<file path="src/rtl/hilo_muldiv_if.sv">
// hilo_muldiv_if: execute-stage request/response bundle for the HI/LO multiply/divide unit.
interface hilo_muldiv_if;
    logic        start;
    logic [1:0]  op;
    logic [31:0] op_a;
    logic [31:0] op_b;
    logic        mthi;
    logic        mtlo;
    logic [31:0] mt_data;
    logic [31:0] hi;
    logic [31:0] lo;
    logic        busy;
    logic        done;
    modport master (output start, op, op_a, op_b, mthi, mtlo, mt_data, input hi, lo, busy, done);
    modport slave  (input start, op, op_a, op_b, mthi, mtlo, mt_data, output hi, lo, busy, done);
endinterface

</file>
<file path="src/rtl/hilo_muldiv_unit.sv">
// hilo_muldiv_unit: iterative MULT/MULTU/DIV/DIVU sequencer owning HI/LO, with MTHI/MTLO writes.
module hilo_muldiv_unit #(
    parameter int ITERS = 32
) (
    input logic           clk,
    input logic           reset,
    hilo_muldiv_if.slave  bus
);
    localparam logic [4:0] LAST = 5'(ITERS - 1);

    typedef enum logic [1:0] {IDLE, CALC, FIX} state_t;
    state_t state, state_nx;

    logic        is_div, neg_q, neg_r, done_q;
    logic [4:0]  count;
    logic [31:0] a_mag, b_mag, raw_a, rem, quot, hi_q, lo_q;
    logic [63:0] prod;
    logic        sgn, div_ge;
    logic [31:0] am, bm, rem_nx;
    logic [32:0] mul_sum, div_sh;
    logic [63:0] prod_fix;

    always_ff @(posedge clk or posedge reset)
        if (reset) state <= IDLE;
        else       state <= state_nx;

    always_comb begin
        state_nx = state == IDLE ? (bus.start ? CALC : IDLE) :
                   state == CALC ? (count == LAST ? FIX : CALC) : IDLE;
    end

    always_comb begin
        bus.busy = state != IDLE;
        bus.done = done_q;
        bus.hi   = hi_q;
        bus.lo   = lo_q;
    end

    // Magnitudes are taken once at issue so the loop itself is purely unsigned.
    always_comb begin
        sgn      = !bus.op[0];
        am       = sgn && bus.op_a[31] ? -bus.op_a : bus.op_a;
        bm       = sgn && bus.op_b[31] ? -bus.op_b : bus.op_b;
        mul_sum  = {1'b0, prod[63:32]} + (prod[0] ? {1'b0, a_mag} : 33'd0);
        div_sh   = {rem, quot[31]};
        div_ge   = div_sh >= {1'b0, b_mag};
        rem_nx   = div_ge ? 32'(div_sh - {1'b0, b_mag}) : div_sh[31:0];
        prod_fix = neg_q ? -prod : prod;
    end

    always_ff @(posedge clk or posedge reset) begin
        if (reset) begin
            is_div <= 1'b0;
            neg_q  <= 1'b0;
            neg_r  <= 1'b0;
            done_q <= 1'b0;
            count  <= '0;
            a_mag  <= '0;
            b_mag  <= '0;
            raw_a  <= '0;
            rem    <= '0;
            quot   <= '0;
            prod   <= '0;
            hi_q   <= '0;
            lo_q   <= '0;
        end else begin
            done_q <= state == FIX;
            if (state == IDLE) begin
                if (bus.start) begin
                    is_div <= bus.op[1];
                    neg_q  <= sgn & (bus.op_a[31] ^ bus.op_b[31]);
                    neg_r  <= sgn & bus.op_a[31];
                    a_mag  <= am;
                    b_mag  <= bm;
                    raw_a  <= bus.op_a;
                    count  <= '0;
                    prod   <= {32'd0, bm};
                    rem    <= '0;
                    quot   <= am;
                end else begin
                    if (bus.mthi) hi_q <= bus.mt_data;
                    if (bus.mtlo) lo_q <= bus.mt_data;
                end
            end else if (state == CALC) begin
                count <= count + 5'd1;
                if (is_div) begin
                    rem  <= rem_nx;
                    quot <= {quot[30:0], div_ge};
                end else begin
                    prod <= {mul_sum, prod[31:1]};
                end
            end else if (is_div) begin
                // Divide by zero returns all-ones quotient and the untouched dividend.
                if (b_mag == '0) begin
                    hi_q <= raw_a;
                    lo_q <= 32'hFFFF_FFFF;
                end else begin
                    hi_q <= neg_r ? -rem : rem;
                    lo_q <= neg_q ? -quot : quot;
                end
            end else begin
                {hi_q, lo_q} <= prod_fix;
            end
        end
    end
endmodule

</file>
<file path="src/flat_wrapper.sv">
// flat-port wrapper written by rule: the top's interface ports become plain ports
module hilo_muldiv_unit_flat 
#(
    parameter int ITERS = 32
)
  (clk, reset, bus_start, bus_op, bus_op_a, bus_op_b, bus_mthi, bus_mtlo, bus_mt_data, bus_hi, bus_lo, bus_busy, bus_done);
  hilo_muldiv_if bus_i ();
  input logic clk;
  input logic reset;
  input wire logic [$bits(bus_i.start)-1:0] bus_start;
  input wire logic [$bits(bus_i.op)-1:0] bus_op;
  input wire logic [$bits(bus_i.op_a)-1:0] bus_op_a;
  input wire logic [$bits(bus_i.op_b)-1:0] bus_op_b;
  input wire logic [$bits(bus_i.mthi)-1:0] bus_mthi;
  input wire logic [$bits(bus_i.mtlo)-1:0] bus_mtlo;
  input wire logic [$bits(bus_i.mt_data)-1:0] bus_mt_data;
  output wire logic [$bits(bus_i.hi)-1:0] bus_hi;
  output wire logic [$bits(bus_i.lo)-1:0] bus_lo;
  output wire logic [$bits(bus_i.busy)-1:0] bus_busy;
  output wire logic [$bits(bus_i.done)-1:0] bus_done;
  assign bus_i.start = bus_start;
  assign bus_i.op = bus_op;
  assign bus_i.op_a = bus_op_a;
  assign bus_i.op_b = bus_op_b;
  assign bus_i.mthi = bus_mthi;
  assign bus_i.mtlo = bus_mtlo;
  assign bus_i.mt_data = bus_mt_data;
  assign bus_hi = bus_i.hi;
  assign bus_lo = bus_i.lo;
  assign bus_busy = bus_i.busy;
  assign bus_done = bus_i.done;
  hilo_muldiv_unit #(.ITERS(ITERS)) u_core (.clk(clk), .reset(reset), .bus(bus_i));
endmodule
</file>
<file path="config.mk">
export PLATFORM = sky130hd
export DESIGN_NAME = hilo_muldiv_unit_flat
export DESIGN_NICKNAME = d
export VERILOG_FILES = /design/src/rtl/hilo_muldiv_if.sv /design/src/rtl/hilo_muldiv_unit.sv /design/src/flat_wrapper.sv
export SDC_FILE = /design/constraint.sdc
export NUM_CORES = 1
export LEC_CHECK = 0
export CAP_MARGIN = 20
export CORE_MARGIN = 4
export CORE_UTILIZATION = 50
export CTS_BUF_LIST = sky130_fd_sc_hd__clkbuf_8
export DETAILED_ROUTE_END_ITERATION = 8
export MAX_ROUTING_LAYER = met4
export PLACE_DENSITY_LB_ADDON = 0.2
export SLEW_MARGIN = 20
export SYNTH_ARGS = -nofsm -noshare
export SYNTH_HDL_FRONTEND = slang
export SYNTH_SLANG_ARGS = --single-unit
</file>
<file path="constraint.sdc">
create_clock -name clk -period 29.9 [get_ports clk]
set_input_delay 7.475 -clock clk [delete_from_list [all_inputs] [get_ports clk]]
set_output_delay 7.475 -clock clk [all_outputs]
set_load 0.01 [all_outputs]
</file>
# Word level (Yosys, flattened, before mapping)
# Index checks and enable logic that the tools add are counted.
dict set report word_totals {
  ff_bits 299
  latchBits 0
  mem_bits_rw 0
  romBits 0
  input_bits 103
  output_inout_bits 66
  memories 0
}
dict set report op_classes {
  add_sub_neg 8
  n_mul 0
  n_div 0
  order_cmp 1
  eq_ne 9
  shifts 0
  n_mux 38
  bitwise_logic 3
  reduce_logical 14
}
# cell count
set ops {}
lappend ops {{$mux W32} 26}
lappend ops {{$mux W64} 5}
lappend ops {{$neg A32 Y32} 4}
lappend ops {{$neg A64 Y64} 1}
lappend ops {{$add A32 B33 Y33} 1}
lappend ops {{$ge A33 B32 Y1} 1}
lappend ops {{$logic_not A32 Y1} 1}
lappend ops {{$sub A32 B32 Y32} 1}
lappend ops {{$mux W5} 3}
lappend ops {{$reduce_and A3 Y1} 4}
lappend ops {{$ne A2 B2 Y1 const B} 5}
lappend ops {{$mux W2} 3}
lappend ops {{$reduce_bool A2 Y1} 3}
lappend ops {{$add A5 B1 Y5 const B} 1}
lappend ops {{$eq A5 B5 Y1 const B} 1}
lappend ops {{$reduce_and A2 Y1} 2}
lappend ops {{$and A1 B1 Y1} 2}
lappend ops {{$eq A2 B1 Y1 const B} 1}
lappend ops {{$eq A2 B2 Y1 const B} 1}
lappend ops {{$logic_and A1 B1 Y1} 2}
lappend ops {{$logic_not A2 Y1} 1}
lappend ops {{$ne A2 B1 Y1 const B} 1}
lappend ops {{$logic_not A1 Y1} 1}
lappend ops {{$mux W1} 1}
lappend ops {{$xor A1 B1 Y1} 1}

# Longest topological paths before layout
# Gate-level depths: netlist (run 1).
dict set report depth {
  word_depth 6
  mapped_depth 13
  ltp_nobuf 13
}

# Worst setup path before layout (run 1)
# OpenSTA, ideal clock, no wires.
dict set report synth_path {
  path_kind {input -> register}
  startpoint {input port bus_op_b[4]}
  endpoint {register u_core.prod[25]}
  setup_ns 0.132
  arrival_time_ns 9.377
  t_required_ns 29.768
  setup_slack_ns 20.392
  path_stages 9
  n_path_buf 0
  path_cell_list {or3_1 -> or4_1 -> nor2_1 -> nand3_1 -> o41ai_1 -> xor2_1 -> nand2_1 -> o21ai_0 -> o21ai_1}
}
dict set report synth_via {
  elab_chain_len 4
}
# item line_no
set synth_rtl {}
lappend synth_rtl {{from (decl)} flat_wrapper.sv:13} ;# input wire logic [$bits(bus_i.op_b)-1:0] bus_op_b;
lappend synth_rtl {{$neg A32 Y32} hilo_muldiv_unit.sv:43} ;# bm = sgn && bus.op_b[31] ? -bus.op_b : bus.op_b;
lappend synth_rtl {{$mux W32} hilo_muldiv_unit.sv:43}
lappend synth_rtl {{$mux W64} hilo_muldiv_unit.sv:69} ;# if (bus.start) begin
lappend synth_rtl {{$mux W64} hilo_muldiv_unit.sv:68} ;# if (state == IDLE) begin
lappend synth_rtl {{to (signal assigned)} hilo_muldiv_unit.sv:77} ;# prod <= {32'd0, bm};
lappend synth_rtl {{to (signal assigned)} hilo_muldiv_unit.sv:90} ;# prod <= {mul_sum, prod[31:1]};
lappend synth_rtl {{to (decl)} hilo_muldiv_unit.sv:17} ;# logic [63:0] prod;
# Every way passes these cells. The select of a mux whose other input is x is not followed.
# A chain may end at the register's enable or synchronous reset.

# Final worst setup path (run 1)
dict set report layout_path {
  startpoint {register u_core.state[1]}
  endpoint {output port bus_busy}
}
dict set report layout_via {
  elab_chain_len 1
}
# item line_no
set layout_rtl {}
lappend layout_rtl {{from (decl)} hilo_muldiv_unit.sv:12} ;# state_t state, state_nx;
lappend layout_rtl {{from (signal assigned)} hilo_muldiv_unit.sv:25} ;# else state <= state_nx;
lappend layout_rtl {{$reduce_bool A2 Y1} hilo_muldiv_unit.sv:33} ;# bus.busy = state != IDLE;
lappend layout_rtl {{to (decl)} flat_wrapper.sv:19} ;# output wire logic [$bits(bus_i.busy)-1:0] bus_busy;
# Every way passes these cells.

==> out/metrics.csv, run 1 <==
metric,value,unit
status,completed,
placed_cells,3104,
fin_crit_sh,35.35,%
ctsHoldBuffers,0,
slew_violations,0,
cts-resized-gates,0,
cts_buffer_depth,3,
grt_usage,34.80,%
wl_met1,33180,um
synthFlopType,dfrtp_1,
grt_max_degree,150,
clockRootBuffer,clkbuf_8,
drt-total-wl,76660,um
wl_met2,33040,um
nets,2812,
reg2reg_depth,11,
clock_latency,0.67,ns
cts_tree,built,
crit_chain,buf_4 > nor2_4 > buf_4 > inv_4 > clkdlybuf4s50_1,
hold_class,reg -> reg,
finalWorstSetupSlack,19.33,ns
die_width,209.7,um
hold_viol,0,
critical-path-top-delay-family,buffers and inverters,
synthToLayoutAreaGrowth,16.01,%
cts_sinks,298,
clkPwrFrac,15.2,%
hpwl,57050,um
synth.yosys.seq_area_share,36.65,%
p_int,0.001454,W
async_flop_share,100.0,%
yosys_warnings,0,
core_area,0.04001,mm^2
avgSynthCellArea,8.020,um^2
synth_cell_type_count,73,
cellLeakagePower,10.05,nW
via_per_inst,6.285,
portBuffers,168,
initial_utilization,50.86,%
rows,73,
first_pass_iters,8,
place_ws,19.52,ns
cpMaxStageDelayCell,clkdlybuf4s50_1,
slew_headroom,23.69,%
synth_seq_cells,298,
p_seq_share,27.6,%
synthCells,2537,
grt_antenna_before_repair,4,
grt_first_pass_wirelength,115500,um
fp.dieH,209.7,um
synth_edf_count,0,
worstSetupPathDepth,5,
worst_ep_required_time,22.43,ns
netlist.area_leader.share,36.65,%
cts_made_buffers,55,
setup_violations,0,
yosysMostFrequentCell,nand2_1,
routed.top_layer,met4,
instances_no_fill,3210,
drive_above_1_share,5.408,%
finalCriticalPeriod,10.57,ns
ctsHtreeMaxLevel,2,
critPathArrivalTime,3.10,ns
num_vias,20176,
worstMarginPinSlew,1.145,ns
wl_met3,7584,um
ir_drop,0.07925,mV
combPwrFrac,57.3,%
dieArea,0.04398,mm^2
syn-num-nets,2713,
clock_skew,0.03782,ns
path_class,reg -> out,
crit_path_start_kind,flop,
fillers,3613,
critPathBufInv,4,
syn_area,0.02035,mm^2
postCtsSetupBuffers,0,
drt_iter0_markers,2199,
crit_fanout,53,
max_freq,94.60,MHz
grt_pass1_vias,19094,
cap_violations,0,
rsz0062_at_grt,false,
post_drt_wl_per_cell,23.88,um
swShare,49.77,%
drtAntennaViolNets,0,
holdPathStages,2,
critPathMaxStageDelay,0.59,ns
ios,169,
globalRouteOverflowTotal,0,
drc_errors,0,
tns,0,ns
synthTopCellsByArea,"dfrtp_1 37%, o21ai_0 7.9%, nand2_1 7.9%, xnor2_1 5.4%, a21oi_1 5.0%",
cpMostUsedCell,buf_4,
synthTopCellsByCount,"426 x nand2_1, 320 x o21ai_0, 298 x dfrtp_1, 204 x a21oi_1, 172 x nor2_1",
pwr_density_cell,122.6,mW/mm^2
cts.clk_slew.worst_paths,0.06,ns
end_kind,output pin,
synth_top_cell_by_area,dfrtp_1,
place_congestion,0.9773,
p_switching,0.001440,W
## cell type report
class | instances | area [um^2] | share of cell area [%]
clock inverters | 34 | 274.0 | 1.161
inverters | 71 | 276.5 | 1.171
multi-input cells | 2018 | 12120 | 51.33
diodes | 4 | 10.01 | 0.04241
repair buffers | 192 | 1874 | 7.941
clock buffers | 68 | 935.9 | 3.965
flip-flops and latches | 298 | 7460 | 31.60
well taps | 525 | 656.9 | 2.783
## cells in the final DEF (no fill, tap or decap), types with 38 or more instances in the layout
cell type / n
clkdlybuf4s50_1: 168
clkbuf_8: 68
xor2_1: 106
and2_1: 38
ha_1: 71
xnor2_1: 126
inv_1: 92
nand3_1: 55
a21oi_1: 201
dfrtp_1: 296
nand2_1: 425
nor3_1: 43
o21ai_0: 320
o31ai_1: 49
nor2_1: 168
## stage by stage
step                      hold slack, ns  total power [W]  util (%)  area (um^2)
after global placement            0.4525         0.002385     55.93        22380
after global routing              0.4927         0.003083     58.99        23600
after detailed placement          0.4580         0.002416     55.93        22380
after floorplan                   0.4376         0.001834         -        20350
final                             0.4758         0.002894     59.00        23600
after CTS                         0.4758         0.002861     58.95        23590
## state kept, by name (all words and copies together) (netlist names), 2 cells and up
name and cells:
u_core.a_mag 31, u_core.b_mag 32, u_core.bus.hi 32, u_core.bus.lo 32
u_core.count 5, u_core.prod 64, u_core.quot 32, u_core.raw_a 32
u_core.rem 32, u_core.state 2
## cells by family after synthesis
family,Yosys count,synth area share [%]
simple gates,911,20.73
compound gates,790,23.37
flops,298,36.65
xor+xnor,232,9.987
buf+inv,221,4.096
fa+ha+maj,73,4.563
mux,12,0.6027
## worst min-delay path, cell delays in order, from the launching register on
cell and delay (ns):
dfrtp_1 0.34, nand2_1 0.05, nand3_1 0.05
## power groups by stage
stage	Sequential (W)	Combinational, W	Clock, W
after floorplan	0.000733	0.00110	0
after CTS	0.000790	0.00163	0.000443
after global routing	0.000816	0.00181	0.000460
after detailed placement	0.000796	0.00162	0
final	0.000798	0.00166	0.000439
after global placement	0.000790	0.00160	0
## metal layers
layer  vias to the layer above  global-route usage [%]
met1                      9793                   48.59
met4                         0                   12.02
met5                         -                       -
li1                       9240                       -
met3                       152                   7.175
met2                       991                   50.67
## final timing paths
path / slack (ns) / endpoint / from
hold / removal: 0.48 / u_core.bus.hi[15] / u_core.bus.hi[15]
setup / recovery: 19.33 / bus_busy / u_core.state[1]
max in group asynchronous: 21.21 / u_core.prod[35] / reset
setup reg to reg: 25.69 / u_core.rem[1] / u_core.b_mag[21]
hold reg to reg: 0.48 / u_core.bus.hi[15] / u_core.bus.hi[15]
min in group asynchronous: 7.31 / u_core.rem[25] / reset
Note: power is estimated with default switching activity, not from simulation.
==> inputs of run 2 (changes only) <==
==> constraint.sdc (replaced) <==
create_clock -name clk -period 10.3 [get_ports clk]
set_input_delay 2.575 -clock clk [delete_from_list [all_inputs] [get_ports clk]]
set_output_delay 2.575 -clock clk [all_outputs]
set_load 0.01 [all_outputs]
==> run 2 against run 1 <==
- cell count shrank 0.25%
- wire length shrank 2.8%
- global-route usage shrank 1.3 points
- sequential share of layout area is essentially flat
- total power grew to 2.9 times the previous value
- setup slack lost 14 ns
- clock power grew to 2.8 times the previous value
- core utilization shrank 0.078 points
- highest routed layer unchanged
==> out/metrics.csv, run 2 (same netlist as run 1, synthesis figures left out) <==
metric,value,unit,change
grt_antenna_before_repair,4,,unchanged
cts_buffer_depth,3,,unchanged
placed_cells,3102,,-0.064%
initial_utilization,50.86,%,unchanged
core_area,0.04001,mm^2,unchanged
die_width,209.7,um,unchanged
cts_tree,built,,
portBuffers,168,,unchanged
drive_above_1_share,5.423,%,+0.014 points
first_pass_iters,6,,-2
cts-resized-gates,0,,unchanged
clockRootBuffer,clkbuf_8,,
via_per_inst,6.268,,-0.28%
worstMarginPinSlew,1.033,ns,-0.1116 ns
max_freq,189.0,MHz,
hold_ws,0.4731,ns,-0.002656 ns
largest_reg_flops,64,,unchanged
worstReg2RegStart,u_core.prod[0],,
final_common_cell,nand2_1,,
post_drt_wl_per_cell,23.28,um,-2.5%
path_class,reg -> out,,
startpoint,u_core.state[1],,
grt_pass1_vias,18621,,-2.5%
status,completed,,
critPathCapture,bus_busy,,
ios,169,,unchanged
grt_max_degree,162,,+8.0%
worst_ep_required_time,7.73,ns,-14.70 ns
fin_crit_sh,51.38,%,
cts_sinks,298,,unchanged
grt_first_pass_wirelength,111800,um,-3.1%
setup_violations,0,,unchanged
drt_iter0_markers,2107,,-4.2%
cts.clk_slew.worst_paths,0.06,ns,about the same
end_kind,output pin,,
rows,73,,unchanged
regMostFlops,u_core.prod,,
cellLeakagePower,10.02,nW,-0.30%
num_vias,20069,,-0.53%
globalRouteOverflowTotal,0,,unchanged
fillers,3683,,+1.9%
synthToLayoutAreaGrowth,15.86,%,
drt-total-wl,74550,um,-2.8%
ir_drop,0.2398,mV,+200%
pwr_density_cell,353.0,mW/mm^2,+190%
utilization,58.92,%,-0.078 points
instances_no_fill,3202,,-0.25%
dieArea,0.04398,mm^2,unchanged
ctsHtreeMaxLevel,2,,unchanged
drc_errors,0,,unchanged
cts_made_buffers,54,,-1.8%
crit_fanout,53,,unchanged
cap_violations,0,,unchanged
place_ws,4.863,ns,-14.66 ns
multi_input_area,0.01212,mm^2,unchanged
critPathArrivalTime,2.72,ns,-0.38 ns
ctsHoldBuffers,0,,unchanged
tns,0,ns,unchanged
drtAntennaViolNets,0,,unchanged
fp.dieH,209.7,um,unchanged
regToRegEndpoint,u_core.prod[63],,
place_congestion,0.9896,,+1.3%
finalCriticalPeriod,5.292,ns,
seqCellArea,0.007460,mm^2,unchanged
crit_path_start_kind,flop,,
hold_viol,0,,unchanged
slew_violations,0,,unchanged
hold_class,reg -> reg,,
clock_latency,0.66,ns,about the same
postCtsSetupBuffers,0,,unchanged
slew_headroom,31.14,%,+7.4 points
nets,2810,,-0.071%
hpwl,55210,um,-3.2%
clock_skew,0.03453,ns,-0.003292 ns
grt_usage,33.53,%,-1.3 points
r2r_slack,6.38,ns,-19.31 ns
rsz0062_at_grt,false,,
final_cell_mix,"425 x nand2_1, 320 x o21ai_0, 296 x dfrtp_1",,
reg2reg_depth,14,,+3
finalWorstSetupSlack,5.008,ns,-14.32 ns
-- run 2: changes by cell type in the layout (fill, tap and decap cells not counted) --
cell / delta
inv_1: -7
clkinv_2: +3
buf_4: -2
clkinvlp_4: -2
buf_8: +1
clkinv_4: +1
diode_2: -1
inv_8: -1
-- run 2: how the worst min path moves through the flow --
stage,startpoint,to,cells after the start
floorplan,u_core.a_mag[29],u_core.a_mag[29],2
global placement,u_core.a_mag[29],u_core.a_mag[29],2
detailed placement,u_core.raw_a[29],u_core.raw_a[29],2
CTS,u_core.raw_a[27],u_core.raw_a[27],2
global route,u_core.raw_a[27],u_core.raw_a[27],2
finish,u_core.bus.hi[15],u_core.bus.hi[15],2
-- run 2: worst max-delay path, cell delays in order, from the launching register on --
cell and delay, ns:
dfrtp_1 0.36, buf_4 0.30, nor2_4 0.14, buf_4 0.65, inv_4 0.06, clkdlybuf4s50_1 0.51
-- run 2: layout make-up --
type | instances | share of cell area [%]
Tap cell | 525 | 2.787
Clock inverter | 28 | 1.056
Multi-Input combinational cell | 2018 | 51.40
Clock buffer | 68 | 3.970
Timing Repair Buffer | 191 | 7.951
Antenna cell | 3 | 0.03185
Sequential cell | 298 | 31.65
Inverter | 71 | 1.157
-- run 2: layer usage --
metal  global-route usage (%)  share of wire [%]  wire length (um)
met1                    46.23                 42             31600
met2                    49.35                 43             32380
met3                    7.160                 10              7682
met4                    11.52                3.9              2883
met5                        -                  0                 0
-- run 2: metrics by stage --
step,power [W],instance area (um^2)
after CTS,0.008211,23550
after global placement,0.006821,22360
final,0.008322,23570
after detailed placement,0.006948,22360
after global routing,0.008864,23570
after floorplan,0.005324,20350
-- run 2: report_power, final --
| part | total, W | internal, W | switching, W |
|---|---|---|---|
| registers | 0.00235 | 0.00170 | 0.000648 |
| logic | 0.00473 | 0.00179 | 0.00294 |
| clock network | 0.00125 | 0.000716 | 0.000532 |
| total | 0.00832 | 0.00420 | 0.00412 |
